**src/rtl/radixf_adder.sv**
```systemverilog
// rtl/radixf_adder.sv - registered M-digit hex adder with digit-serial carry chain
// Optional feature macro: RADIXF_DIGIT_CARRY_EN (adds registered per-digit carry-out port dcarry)
module radixf_adder #(
    parameter int M = 4
) (
    input  logic           clk,
    input  logic           rst_n,
    input  logic           in_valid,
    input  logic [4*M-1:0] x,
    input  logic [4*M-1:0] y,
    input  logic           cin,
    output logic           out_valid,
    output logic [4*M-1:0] sum,
    output logic           cout
`ifdef RADIXF_DIGIT_CARRY_EN
    ,
    output logic [M-1:0]   dcarry
`endif
);

    logic [4*M-1:0] s_comb;
    logic           cout_comb;
`ifdef RADIXF_DIGIT_CARRY_EN
    logic [M-1:0]   dc_comb;
`endif

    // One 5-bit digit adder per hex digit; each digit's carry lives in its own
    // scope so the ripple is a chain of distinct nets rather than a self-feeding vector.
    for (genvar i = 0; i < M; i++) begin : g_digit
        logic       ci;
        logic       co;
        logic [4:0] d;
        if (i == 0) begin : g_first
            assign ci = cin;
        end else begin : g_rest
            assign ci = g_digit[i-1].co;
        end
        assign d                 = {1'b0, x[4*i +: 4]} + {1'b0, y[4*i +: 4]} + {4'b0000, ci};
        assign s_comb[4*i +: 4]  = d[3:0];
        assign co                = d[4];
`ifdef RADIXF_DIGIT_CARRY_EN
        assign dc_comb[i]        = co;
`endif
    end

    assign cout_comb = g_digit[M-1].co;

    logic           out_valid_q, out_valid_d;
    logic [4*M-1:0] sum_q, sum_d;
    logic           cout_q, cout_d;
`ifdef RADIXF_DIGIT_CARRY_EN
    logic [M-1:0]   dcarry_q, dcarry_d;
`endif

    // Next-state: load a fresh result on in_valid, otherwise hold and drop valid.
    always_comb begin
        out_valid_d = in_valid;
        sum_d       = sum_q;
        cout_d      = cout_q;
`ifdef RADIXF_DIGIT_CARRY_EN
        dcarry_d    = dcarry_q;
`endif
        if (in_valid) begin
            sum_d    = s_comb;
            cout_d   = cout_comb;
`ifdef RADIXF_DIGIT_CARRY_EN
            dcarry_d = dc_comb;
`endif
        end
    end

    // Result registers; async reset clears everything immediately.
    always_ff @(posedge clk or negedge rst_n) begin
        if (!rst_n) begin
            out_valid_q <= 1'b0;
            sum_q       <= '0;
            cout_q      <= 1'b0;
`ifdef RADIXF_DIGIT_CARRY_EN
            dcarry_q    <= '0;
`endif
        end else begin
            out_valid_q <= out_valid_d;
            sum_q       <= sum_d;
            cout_q      <= cout_d;
`ifdef RADIXF_DIGIT_CARRY_EN
            dcarry_q    <= dcarry_d;
`endif
        end
    end

    assign out_valid = out_valid_q;
    assign sum       = sum_q;
    assign cout      = cout_q;
`ifdef RADIXF_DIGIT_CARRY_EN
    assign dcarry    = dcarry_q;
`endif

endmodule

```
**config.mk**
```make
export PLATFORM = sky130hd
export DESIGN_NAME = radixf_adder
export DESIGN_NICKNAME = d
export VERILOG_FILES = /design/src/rtl/radixf_adder.sv
export SDC_FILE = /design/constraint.sdc
export NUM_CORES = 1
export LEC_CHECK = 0
export ABC_AREA = 1
export CORE_UTILIZATION = 42
export DETAILED_ROUTE_END_ITERATION = 10
export GPL_ROUTABILITY_DRIVEN = 0
export GPL_TIMING_DRIVEN = 1
export PLACE_DENSITY_LB_ADDON = 0.3
export RECOVER_POWER = 50
export SLEW_MARGIN = 10
export SYNTH_ARGS = -nofsm -noshare
export SYNTH_HDL_FRONTEND = slang
export SYNTH_SLANG_ARGS = --single-unit
```
**constraint.sdc**
```tcl
create_clock -name clk -period 0.8 [get_ports clk]
set_clock_uncertainty 0.2 [all_clocks]
set_input_delay 0.24 -clock clk [delete_from_list [all_inputs] [get_ports clk]]
set_output_delay 0.24 -clock clk [all_outputs]
set_load 0.03 [all_outputs]
```
* Word-level counts from Yosys, hierarchy flattened *
Cells that the tools add are included.

operators by class
  add/subtract/negate cells = 8

operator list
  operator                                count
  4-bit by 4-bit adder with 5-bit output  4
  5-bit by 1-bit adder with 5-bit output  4

storage, ports and cells
  register bits after elaboration = 18
  bits of input ports = 36
  logic and storage cells = 11
  output and inout bits = 18

* Longest topological paths before layout *
  word-level depth = 5
  depth in mapped cells = 24
  mapped depth without buffers = 24

* Worst setup path after synthesis *
Ideal clock, no wire load.

  path kind = input to register
  from = input y[0]
  to = register sum_q[13] (netlist: sum[13])
  path buffers = 0
  library setup time = 0.076 ns
  stages = 20
  data required time = 0.524 ns
  arrival = 3.961 ns
  setup slack = -3.438 ns
  cell sequence = inv_1 -> fa_1 -> inv_1 -> fa_1 -> a21oi_1 -> o21bai_1 -> fa_1 -> fa_1 -> a21oi_1 -> o21bai_1 -> fa_1 -> inv_1 -> fa_1 -> inv_1 -> a21oi_1 -> o21bai_1 -> fa_1 -> inv_1 -> fa_1 -> o21ai_1

between the ends
  word-level cells in the longest chain between the ends = 5

ends and longest elaborated chain
  element                                               line  source
  start, declared                                       10    input logic [4*M-1:0] y,
  4-bit by 4-bit adder with 5-bit output                38    assign d = {1'b0, x[4*i +: 4]} + {1'b0, y[4*i +: 4]} + {4'b0000, ci};
  5-bit by 1-bit adder with 5-bit output (4 in series)  38
  end signal, assigned                                  83    sum_q <= sum_d;
  end, declared                                         49    logic [4*M-1:0] sum_q, sum_d;

Every way passes these cells.
A chain may end at the register's enable or synchronous reset.

* Worst setup path in the final report *
  from = input x[0]
  to = register sum_q[13] (netlist: sum[13])

between the ends
  word-level cells in the longest chain between the ends = 5

ends and longest elaborated chain
  element                                               line  source
  start, declared                                       9     input logic [4*M-1:0] x,
  4-bit by 4-bit adder with 5-bit output                38
  5-bit by 1-bit adder with 5-bit output (4 in series)  38

Every way passes these cells.

==> results.tsv <==
metric	value	unit
Synth Area in XOR/XNOR	0.7064	%
RSZ-0062 raised after global routing	true	
H-Tree Level Count	1	
clock root cell	clkbuf_4	
DR DRC count	0	
Num CTS Buffers	3	
fin cells	253	
vias per cell	5.119	
die width	56.34	um
GRT Util Overall	24.57	%
synthesized instance count	138	
average size of a mapped cell	8.985	um^2
P&R area growth vs syn	81.74	%
simple-gate share of the synthesized area	20.08	%
Final Setup Violations	35	
hold buffers post-CTS	0	
placed cells	238	
final worst slack	-3.181	ns
Min-Delay Path Class	in2async	
area of the die	3174	um^2
Post-Synthesis Cell Area	1240	um^2
R2R Path Start	sum[14]	
Max-Cap Viols	0	
nature of the critical path endpoint	flop	
core footprint	2781	um^2
CTS max path bufs	2	
area share of the largest cell type after synthesis	36.33	%
Final Routed Wirelength	3771	um
peak supply drop	1234	uV
ANT nets after route	0	
largest family of logic cells by synthesized area	adder cells	
Vias	1295	
sequential cell area	471.7	um^2
Synth Register Bits	18	
register area share after synthesis	36.33	%
area leader, netlist	dfrtp_1	
Synth Area in Compound Gates	10.29	%
# IOs	54	
placed cell areas	1958	um^2
flop2flop setup slack	-0.19	ns
startpoint types	input pin	
Yosys cell types	17	
initial detailed-routing violation count	18	
Pre-antenna DRT Iters	4	
most common cell in the netlist	nand2_1	
period utilization	497.6	%
Post-synth EDFFs	0	
worst slew pin tran	0.2628	ns
Starting Density	44.58	%
Multi-input gate area	820.8	um^2
initial antenna violation count	0	
minimum clock period	3.981	ns
Final Util	81.02	%
FILL cells	178	
pre-CTS setup slack	-3.960	ns
Final Hold Fails	0	
reg-to-reg critical path endpoint	sum[14]	
setup TNS	-40.98	ns
Data arrival, critical path	4.04	ns
fmax	251.2	MHz
run status	complete, but fails checks	
commonest cells in the synthesized netlist	nand2_1 (45), dfrtp_1 (18), inv_1 (16), ha_1 (12), nand3_1 (10)	
violated checks	negative setup slack	
top cells by area, synth	dfrtp_1 (36%), nand2_1 (14%), fa_1 (13%), ha_1 (12%), inv_1 (4.8%)	
main flop type after synthesis	dfrtp_1	
Synthesis Warnings	0	
Async SR Flop Fraction	100.0	%
wire per inst	14.91	um
crit path max fanout	2	
ANT cells	0	
final slew viol count	0	
CP required	0.85	ns
CTS tree	done	
remaining global-route overflow	0	
first-pass GRT wire length	5892	um
leakage	1.081	nW
clock-pin slew on the worst setup and hold paths	0.11	ns
clk_lat worst skew	0.32	ns
vias in the first global route	1363	
largest net degree at the start of global routing	19	
Port-buffer cells	53	
Clock Sinks	18	
layout cells sized above 1	50.45	%
Die H	56.34	um
worst r2r path cells	3	
WS Path Type	in2reg	
mux contribution to synthesized area	0	%
Syn Nets	194	
fin area	2253	um^2
Power Density	1612	nW/um^2
Slew HR	82.44	%
Adder-Cell Fraction of Synth Area	25.03	%
cell row count	19	
Final Net Count	279	
hpwl dp	2296	um
-- worst max-delay path, cell delays in order --
cell and delay, ns:
buf_6 0.10, clkinv_4 0.04, fa_2 0.20, inv_2 0.04
fa_2 0.35, a21oi_2 0.16, o21bai_2 0.09, fa_2 0.38
fa_2 0.38, a21oi_2 0.12, o21bai_1 0.08, fa_2 0.35
inv_2 0.06, fa_2 0.18, inv_2 0.04, a21oi_2 0.12
o21bai_1 0.10, fa_2 0.38, inv_2 0.07, fa_1 0.41
o21ai_1 0.13
-- routing by layer --
metal  routed length, um  up-vias  GRT usage (%)
met3                 121       11          2.765
met4                 111        0          12.20
met5                   0        -              0
met2                2109       37          46.43
met1                1428      631          26.89
li1                    -      616              -
-- logic make-up (layout without fill, tap and decap cells) --
kind of cell / count (synthesis) / in the layout
compound gates: 21 / 21
xor+xnor: 1 / 1
fa+ha+maj: 20 / 20
buf+inv: 20 / 104
flops: 18 / 18
simple gates: 58 / 58
-- worst max path at each step --
stage	depth (start not counted)	start	slack, ns	to
after global routing	21	cin	-3.34	sum[13]
after CTS	21	y[0]	-3.27	sum[13]
final	21	x[0]	-3.18	sum[13]
after floorplan	20	y[0]	-3.23	sum[13]
after detailed placement	21	y[0]	-3.96	sum[13]
after global placement	21	y[0]	-3.87	sum[13]
-- cell type report --
type	instances	share of cell area (%)
Tap cell	31	1.721
Timing Repair Buffer	82	35.15
Timing Repair inverter	1	0.3331
Sequential cell	18	20.93
Inverter	17	3.831
Clock buffer	4	1.610
Multi-Input combinational cell	100	36.42
-- timing repair --
action / CTS / global route
hold endpoints to repair: 0 / 0
buffers inserted: 14 / 5
pin swaps: 23 / 26
setup endpoints to repair: 36 / 36
gates cloned: 1 / 0
gates resized for setup: 54 / 18
-- metrics by stage --
step | hold WS [ns] | power [W]
2_1_floorplan | -0.2556 | 0.001981
3_3_place_gp | 0.2621 | 0.002614
3_5_place_dp | 0.2701 | 0.002657
4_1_cts | 0.07401 | 0.003513
5_1_grt | 0.1012 | 0.003818
6_report | 0.07432 | 0.003633
-- registers in the layout (all words and copies together) (netlist names) --
name and flops:
out_valid 1, sum 16, cout 1
-- where the power goes --
group          internal, W  total, W  switching, W
clock network     0.000279  0.000609      0.000330
logic             0.000907   0.00182      0.000908
registers          0.00109   0.00121      0.000123
-- layout by cell type (no fill, tap or decap), types with 6 or more instances in the layout --
| cell type | count |
|---|---|
| dlygate4sd2_1 | 7 |
| a21oi_2 | 7 |
| inv_1 | 7 |
| buf_6 | 26 |
| nand3_1 | 6 |
| dfrtp_2 | 17 |
| ha_1 | 11 |
| fa_2 | 7 |
| buf_4 | 22 |
| inv_2 | 6 |
| nand2_1 | 42 |
| clkdlybuf4s50_1 | 25 |
(Power assumes the default switching activity.)
